## src/rtl/fetch_stage_if.sv

```systemverilog
// Fetch-stage bus bundle: instruction-memory read port, redirect input and
// the downstream instruction handshake.
interface fetch_stage_if;
  logic        mem_rd;
  logic [15:0] mem_addr;
  logic [15:0] mem_data;
  logic        redirect;
  logic [15:0] redirect_pc;
  logic        out_valid;
  logic        out_ready;
  logic [15:0] out_ir;
  logic [15:0] out_imm;
  logic [15:0] out_pc;
  logic        halted;

  modport master (
    output mem_rd, mem_addr,
    input  mem_data,
    input  redirect, redirect_pc,
    output out_valid,
    input  out_ready,
    output out_ir, out_imm, out_pc, halted
  );

  modport slave (
    input  mem_rd, mem_addr,
    output mem_data,
    output redirect, redirect_pc,
    input  out_valid,
    output out_ready,
    input  out_ir, out_imm, out_pc, halted
  );
endinterface

```

## src/rtl/fetch_stage.sv

```systemverilog
// Instruction fetch: reads 16-bit words from a 1-cycle synchronous memory,
// pairs LI opcodes with their immediate and hands one instruction downstream.
module fetch_stage #(
  parameter logic [15:0] RESET_PC = 16'h0000,
  parameter logic [3:0]  LI_OP    = 4'hA
) (
  input logic           clk,
  input logic           reset,
  fetch_stage_if.master bus
);

  localparam int unsigned AW = 16;
  localparam int unsigned DW = 16;

  typedef enum logic [1:0] {
    S_OP     = 2'd0,
    S_OPDATA = 2'd1,
    S_IMM    = 2'd2,
    S_HALT   = 2'd3
  } state_t;

  state_t          state_q, state_d;
  logic [AW-1:0]   pc_q, pc_d;
  logic [DW-1:0]   ir_q, ir_d;
  logic            out_valid_q, out_valid_d;
  logic [DW-1:0]   out_ir_q, out_ir_d;
  logic [DW-1:0]   out_imm_q, out_imm_d;
  logic [AW-1:0]   out_pc_q, out_pc_d;
  logic            halted_q, halted_d;
  logic            mem_rd_c;
  logic [AW-1:0]   mem_addr_c;
  logic            slot_free_c;

  // Issuing only into a free slot guarantees the slot is empty when data returns.
  assign slot_free_c = !out_valid_q || bus.out_ready;

  always_ff @(posedge clk) begin
    if (reset) begin
      state_q     <= S_OP;
      pc_q        <= RESET_PC;
      ir_q        <= '0;
      out_valid_q <= 1'b0;
      out_ir_q    <= '0;
      out_imm_q   <= '0;
      out_pc_q    <= '0;
      halted_q    <= 1'b0;
    end else begin
      state_q     <= state_d;
      pc_q        <= pc_d;
      ir_q        <= ir_d;
      out_valid_q <= out_valid_d;
      out_ir_q    <= out_ir_d;
      out_imm_q   <= out_imm_d;
      out_pc_q    <= out_pc_d;
      halted_q    <= halted_d;
    end
  end

  always_comb begin
    state_d     = state_q;
    pc_d        = pc_q;
    ir_d        = ir_q;
    out_valid_d = out_valid_q && !bus.out_ready;
    out_ir_d    = out_ir_q;
    out_imm_d   = out_imm_q;
    out_pc_d    = out_pc_q;
    halted_d    = halted_q;
    mem_rd_c    = 1'b0;
    mem_addr_c  = pc_q;

    case (state_q)
      S_OP: begin
        if (slot_free_c) begin
          mem_rd_c = 1'b1;
          state_d  = S_OPDATA;
        end
      end
      S_OPDATA: begin
        ir_d = bus.mem_data;
        if (bus.mem_data[15:12] == LI_OP) begin
          mem_rd_c   = 1'b1;
          mem_addr_c = pc_q + AW'(1);
          state_d    = S_IMM;
        end else if (bus.mem_data == DW'(0)) begin
          out_valid_d = 1'b1;
          out_ir_d    = '0;
          out_imm_d   = '0;
          out_pc_d    = pc_q;
          halted_d    = 1'b1;
          state_d     = S_HALT;
        end else begin
          out_valid_d = 1'b1;
          out_ir_d    = bus.mem_data;
          out_imm_d   = '0;
          out_pc_d    = pc_q;
          pc_d        = pc_q + AW'(1);
          state_d     = S_OP;
        end
      end
      S_IMM: begin
        out_valid_d = 1'b1;
        out_ir_d    = ir_q;
        out_imm_d   = bus.mem_data;
        out_pc_d    = pc_q;
        pc_d        = pc_q + AW'(2);
        state_d     = S_OP;
      end
      S_HALT: begin
        state_d = S_HALT;
      end
      default: begin
        state_d = S_OP;
      end
    endcase

    // Redirect squashes the output slot and any partial LI; stale read data is never sampled in S_OP.
    if (bus.redirect) begin
      pc_d        = bus.redirect_pc;
      state_d     = S_OP;
      out_valid_d = 1'b0;
      halted_d    = 1'b0;
    end
  end

  assign bus.mem_rd    = mem_rd_c && !reset;
  assign bus.mem_addr  = mem_addr_c;
  assign bus.out_valid = out_valid_q;
  assign bus.out_ir    = out_ir_q;
  assign bus.out_imm   = out_imm_q;
  assign bus.out_pc    = out_pc_q;
  assign bus.halted    = halted_q;

endmodule
```

## src/flat_wrapper.sv

```systemverilog
// flat-port wrapper written by rule: the top's interface ports become plain ports
module fetch_stage_flat 
#(
  parameter logic [15:0] RESET_PC = 16'h0000,
  parameter logic [3:0]  LI_OP    = 4'hA
)
  (clk, reset, bus_mem_rd, bus_mem_addr, bus_mem_data, bus_redirect, bus_redirect_pc, bus_out_valid, bus_out_ready, bus_out_ir, bus_out_imm, bus_out_pc, bus_halted);
  fetch_stage_if bus_i ();
  input logic clk;
  input logic reset;
  output wire logic [$bits(bus_i.mem_rd)-1:0] bus_mem_rd;
  output wire logic [$bits(bus_i.mem_addr)-1:0] bus_mem_addr;
  input wire logic [$bits(bus_i.mem_data)-1:0] bus_mem_data;
  input wire logic [$bits(bus_i.redirect)-1:0] bus_redirect;
  input wire logic [$bits(bus_i.redirect_pc)-1:0] bus_redirect_pc;
  output wire logic [$bits(bus_i.out_valid)-1:0] bus_out_valid;
  input wire logic [$bits(bus_i.out_ready)-1:0] bus_out_ready;
  output wire logic [$bits(bus_i.out_ir)-1:0] bus_out_ir;
  output wire logic [$bits(bus_i.out_imm)-1:0] bus_out_imm;
  output wire logic [$bits(bus_i.out_pc)-1:0] bus_out_pc;
  output wire logic [$bits(bus_i.halted)-1:0] bus_halted;
  assign bus_mem_rd = bus_i.mem_rd;
  assign bus_mem_addr = bus_i.mem_addr;
  assign bus_i.mem_data = bus_mem_data;
  assign bus_i.redirect = bus_redirect;
  assign bus_i.redirect_pc = bus_redirect_pc;
  assign bus_out_valid = bus_i.out_valid;
  assign bus_i.out_ready = bus_out_ready;
  assign bus_out_ir = bus_i.out_ir;
  assign bus_out_imm = bus_i.out_imm;
  assign bus_out_pc = bus_i.out_pc;
  assign bus_halted = bus_i.halted;
  fetch_stage #(.RESET_PC(RESET_PC), .LI_OP(LI_OP)) u_core (.clk(clk), .reset(reset), .bus(bus_i));
endmodule
```

## config.mk

```make
export PLATFORM = sky130hd
export DESIGN_NAME = fetch_stage_flat
export DESIGN_NICKNAME = d
export VERILOG_FILES = /design/src/rtl/fetch_stage_if.sv /design/src/rtl/fetch_stage.sv /design/src/flat_wrapper.sv
export SDC_FILE = /design/constraint.sdc
export NUM_CORES = 1
export LEC_CHECK = 0
export BUFFER_PORTS_ARGS = -buffer_cell sky130_fd_sc_hd__buf_2
export CAP_MARGIN = 0
export CORE_ASPECT_RATIO = 1.25
export CORE_UTILIZATION = 55
export DETAILED_ROUTE_END_ITERATION = 10
export PLACE_DENSITY_LB_ADDON = 0.25
export SYNTH_ARGS = -nofsm -noshare
export SYNTH_HDL_FRONTEND = slang
export SYNTH_SLANG_ARGS = --single-unit
```

## constraint.sdc

```tcl
create_clock -name clk -period 3.4 [get_ports clk]
set_input_delay 0.17 -clock clk [delete_from_list [all_inputs] [get_ports clk]]
set_output_delay 0.17 -clock clk [all_outputs]
set_load 0.01 [all_outputs]
```

==> impl_metrics.py <==
metrics = {
    "global_routing": {
        "grt.overflow.total": 0,
        "grt_pass1_wl_um": 16400,
        "grt_max_degree": 43,
        "antenna_found_initial": 0,
        "grt_pass1_vias": 3460,
        "grt_use_total_pct": 27.1,
    },
    "cells_and_area": {
        "nFillCells": 601,
        "fin_cells": 643,
        "utilization_pct": 67.6,
        "area_delta_synth_final_pct": 18.0,
        "drive_gt1_share_pct": 24.8,
        "diodes": 0,
        "final_common_cell": "buf_2",
        "final_area_um2": 4720,
        "fin_nets": 591,
        "layout_common_cells": "buf_2 (102), dfxtp_1 (84), nand2_1 (59)",
    },
    "clock_network": {
        "cts-htree-levels": 3,
        "cts_resized": 0,
        "path_clk_slew_ns": 0.09,
        "clk_latency_ns": 0.35,
        "post_cts_buffers": 0,
        "root_buffer": "clkbuf_8",
        "cts_max_path_buffers": 2,
        "cts.sinks": 84,
        "cts_hold_repair.buffers": 0,
        "cts_tree": "done",
        "cts_buffers": 9,
    },
    "logic_synthesis": {
        "synth-edff-count": 0,
        "netlist_top_cells_area": "dfxtp_1 (42%), mux2i_1 (8.3%), nand2_1 (5.5%)",
        "synth_nets": 505,
        "synth-simple-area-share_pct": 22.3,
        "ys_warn_count": 0,
        "synth_adder_area_share_pct": 2.19,
        "syn_area_um2": 4000,
        "muxShareOfSynthArea_pct": 8.55,
        "synthCells": 462,
        "synth-xor-area-share_pct": 3.29,
        "synth_top_family_by_area": "simple AND/OR/NAND/NOR gates",
        "synth_compound_area_share_pct": 16.7,
        "synth_cell_types": 48,
        "synthFlopType": "dfxtp_1",
        "synth-seq-cells": 84,
        "syn_avg_cell_area_um2": 8.65,
        "yosysTopAreaCell": "dfxtp_1",
        "synth_top_area_share_pct": 42.1,
        "seq_area_frac_synth_pct": 42.1,
        "synthArstFlopShare_pct": 0,
    },
    "sta": {
        "setup_tns_ns": 0,
        "whs_ns": 0.0766,
        "max_freq_mhz": 360,
        "min_period_ns": 2.78,
        "rsz0062_at_grt": "no",
        "setup-violations-final": 0,
        "hold_viol_final": 0,
        "max_slew_margin_pct": 45.1,
        "worstMarginPinSlew_ns": 0.824,
        "finClkSkew_ns": 0.00948,
        "fin_ws_ns": 0.620,
        "drv_slew": 0,
        "fin_crit_sh_pct": 81.8,
    },
    "power_and_ir_drop": {
        "p_leak_nw": 1.87,
        "power_density_nw_per_um2": 433,
        "ir_worst_vdd_v": 0.000296,
        "power_mw": 2.04,
    },
    "worst_setup_path": {
        "startpoint_type": "register",
        "crit_slowest_cell": "and2_1",
        "cp_top_family": "simple AND/OR/NAND/NOR gates",
        "path_buf_inv": 2,
        "worstPathCellList": "inv_1 -> ha_1 -> and2_1 -> nand4_1 -> nor2_1 -> xor2_1 -> buf_2",
        "worstSetupPathType": "register to output pin",
        "cp_data_arrival_time_ns": 2.61,
        "required_ns": 3.23,
        "cp-end-kind": "output pin",
        "worst-path-max-fanout": 9,
        "slowest_delay_ns": 0.46,
    },
    "placed_design": {
        "dp.cells": 627,
        "port_buffers": 102,
        "hpwl_um": 6750,
        "postPlaceCellArea_um2": 4520,
        "gp_congestion": 0.869,
        "pre_cts_slack_ns": 0.831,
    },
    "floorplanning": {
        "core_area_um2": 6980,
        "ios": 103,
        "dieWidth_um": 78.2,
        "initial_core_util_pct": 57.3,
        "dieArea_um2": 7610,
        "die_h_um": 97.3,
        "rows": 34,
    },
    "worst_hold_path": {
        "hp-class": "input port to register",
    },
    "route": {
        "firstDrtPassIters": 4,
        "dr.first_iter.drc_count": 240,
        "routed_via_density": 5.72,
        "drc": 0,
        "wl_per_cell_um": 15.3,
        "wl_um": 9850,
        "dr_total_vias": 3677,
        "detail-route-antenna-nets": 0,
    },
    "flow_run": {
        "max_cap_violations": 0,
    },
    "run_status": {
        "status": "complete, no violations",
    },
}
-- per-layer routing --
layer | routed length (um) | vias to the layer above | global-route usage [%]
met5 | 0 | - | 0
met1 | 4230 | 1706 | 33.5
met2 | 4900 | 125 | 45.6
met3 | 500 | 21 | 3.85
met4 | 218 | 0 | 13.1
li1 | - | 1825 | -
-- flip-flops by register name, indices dropped and copies added, names as in the netlist --
signal / count
u_core.bus.out_valid: 1
u_core.bus.out_pc: 16
u_core.pc_q: 16
u_core.bus.out_ir: 16
u_core.bus.out_imm: 16
u_core.state_q: 2
u_core.bus.halted: 1
u_core.ir_q: 16
-- power breakdown --
group	internal, mW	total, mW	switching (mW)
registers	1.03	1.07	0.0398
clock network	0.346	0.723	0.377
logic	0.104	0.254	0.150
-- Yosys cell counts (5+ instances only) --
cell type,number
o31ai_1,9
clkbuf_1,20
xnor2_1,7
nand2_1,59
nor2_1,58
buf_2,8
xor2_1,8
a311oi_1,9
ha_1,7
and2_1,5
a211oi_1,23
or4_1,8
inv_1,8
nand4_1,6
nor4_1,5
mux2i_1,33
nand3_1,20
dfxtp_1,84
a21oi_1,36
-- cells by family (layout without fill, tap and decap cells) --
logic type	Yosys count	after routing
AO/OA/AOI/OAI	95	95
multiplexers	34	34
adder cells (fa/ha/maj)	7	7
buffers and inverters	41	132
XOR/XNOR	15	15
flip-flops	84	84
AND/OR/NAND/NOR	186	186
-- worst min-delay path: stages --
cell	delay, ns
buf_2	0.10
nor2_1	0.08
a311oi_1	0.05
-- cell type report --
type,count,area (um^2),area share (%)
Clock buffer,10,128,2.71
Clock inverter,6,71.3,1.51
Inverter,8,30.0,0.637
Multi-Input combinational cell,337,2130,45.1
Sequential cell,84,1680,35.6
Tap cell,90,113,2.39
Timing Repair Buffer,108,568,12.0
-- final timing paths --
path	startpoint	end	slack (ns)	cells after the start
max	u_core.state_q[1]$_SDFFE_PP0P_	bus_mem_addr[15]	0.62	7
min	bus_redirect_pc[10]	u_core.pc_q[10]$_SDFFE_PP0P_	0.08	3
max reg2reg	u_core.state_q[0]$_SDFFE_PP0P_	u_core.pc_q[0]$_SDFFE_PP0P_	0.73	8
min reg2reg	u_core.bus.out_pc[6]$_SDFFE_PP0P_	u_core.bus.out_pc[6]$_SDFFE_PP0P_	0.46	2
Note: power is estimated with default switching activity, not from simulation.
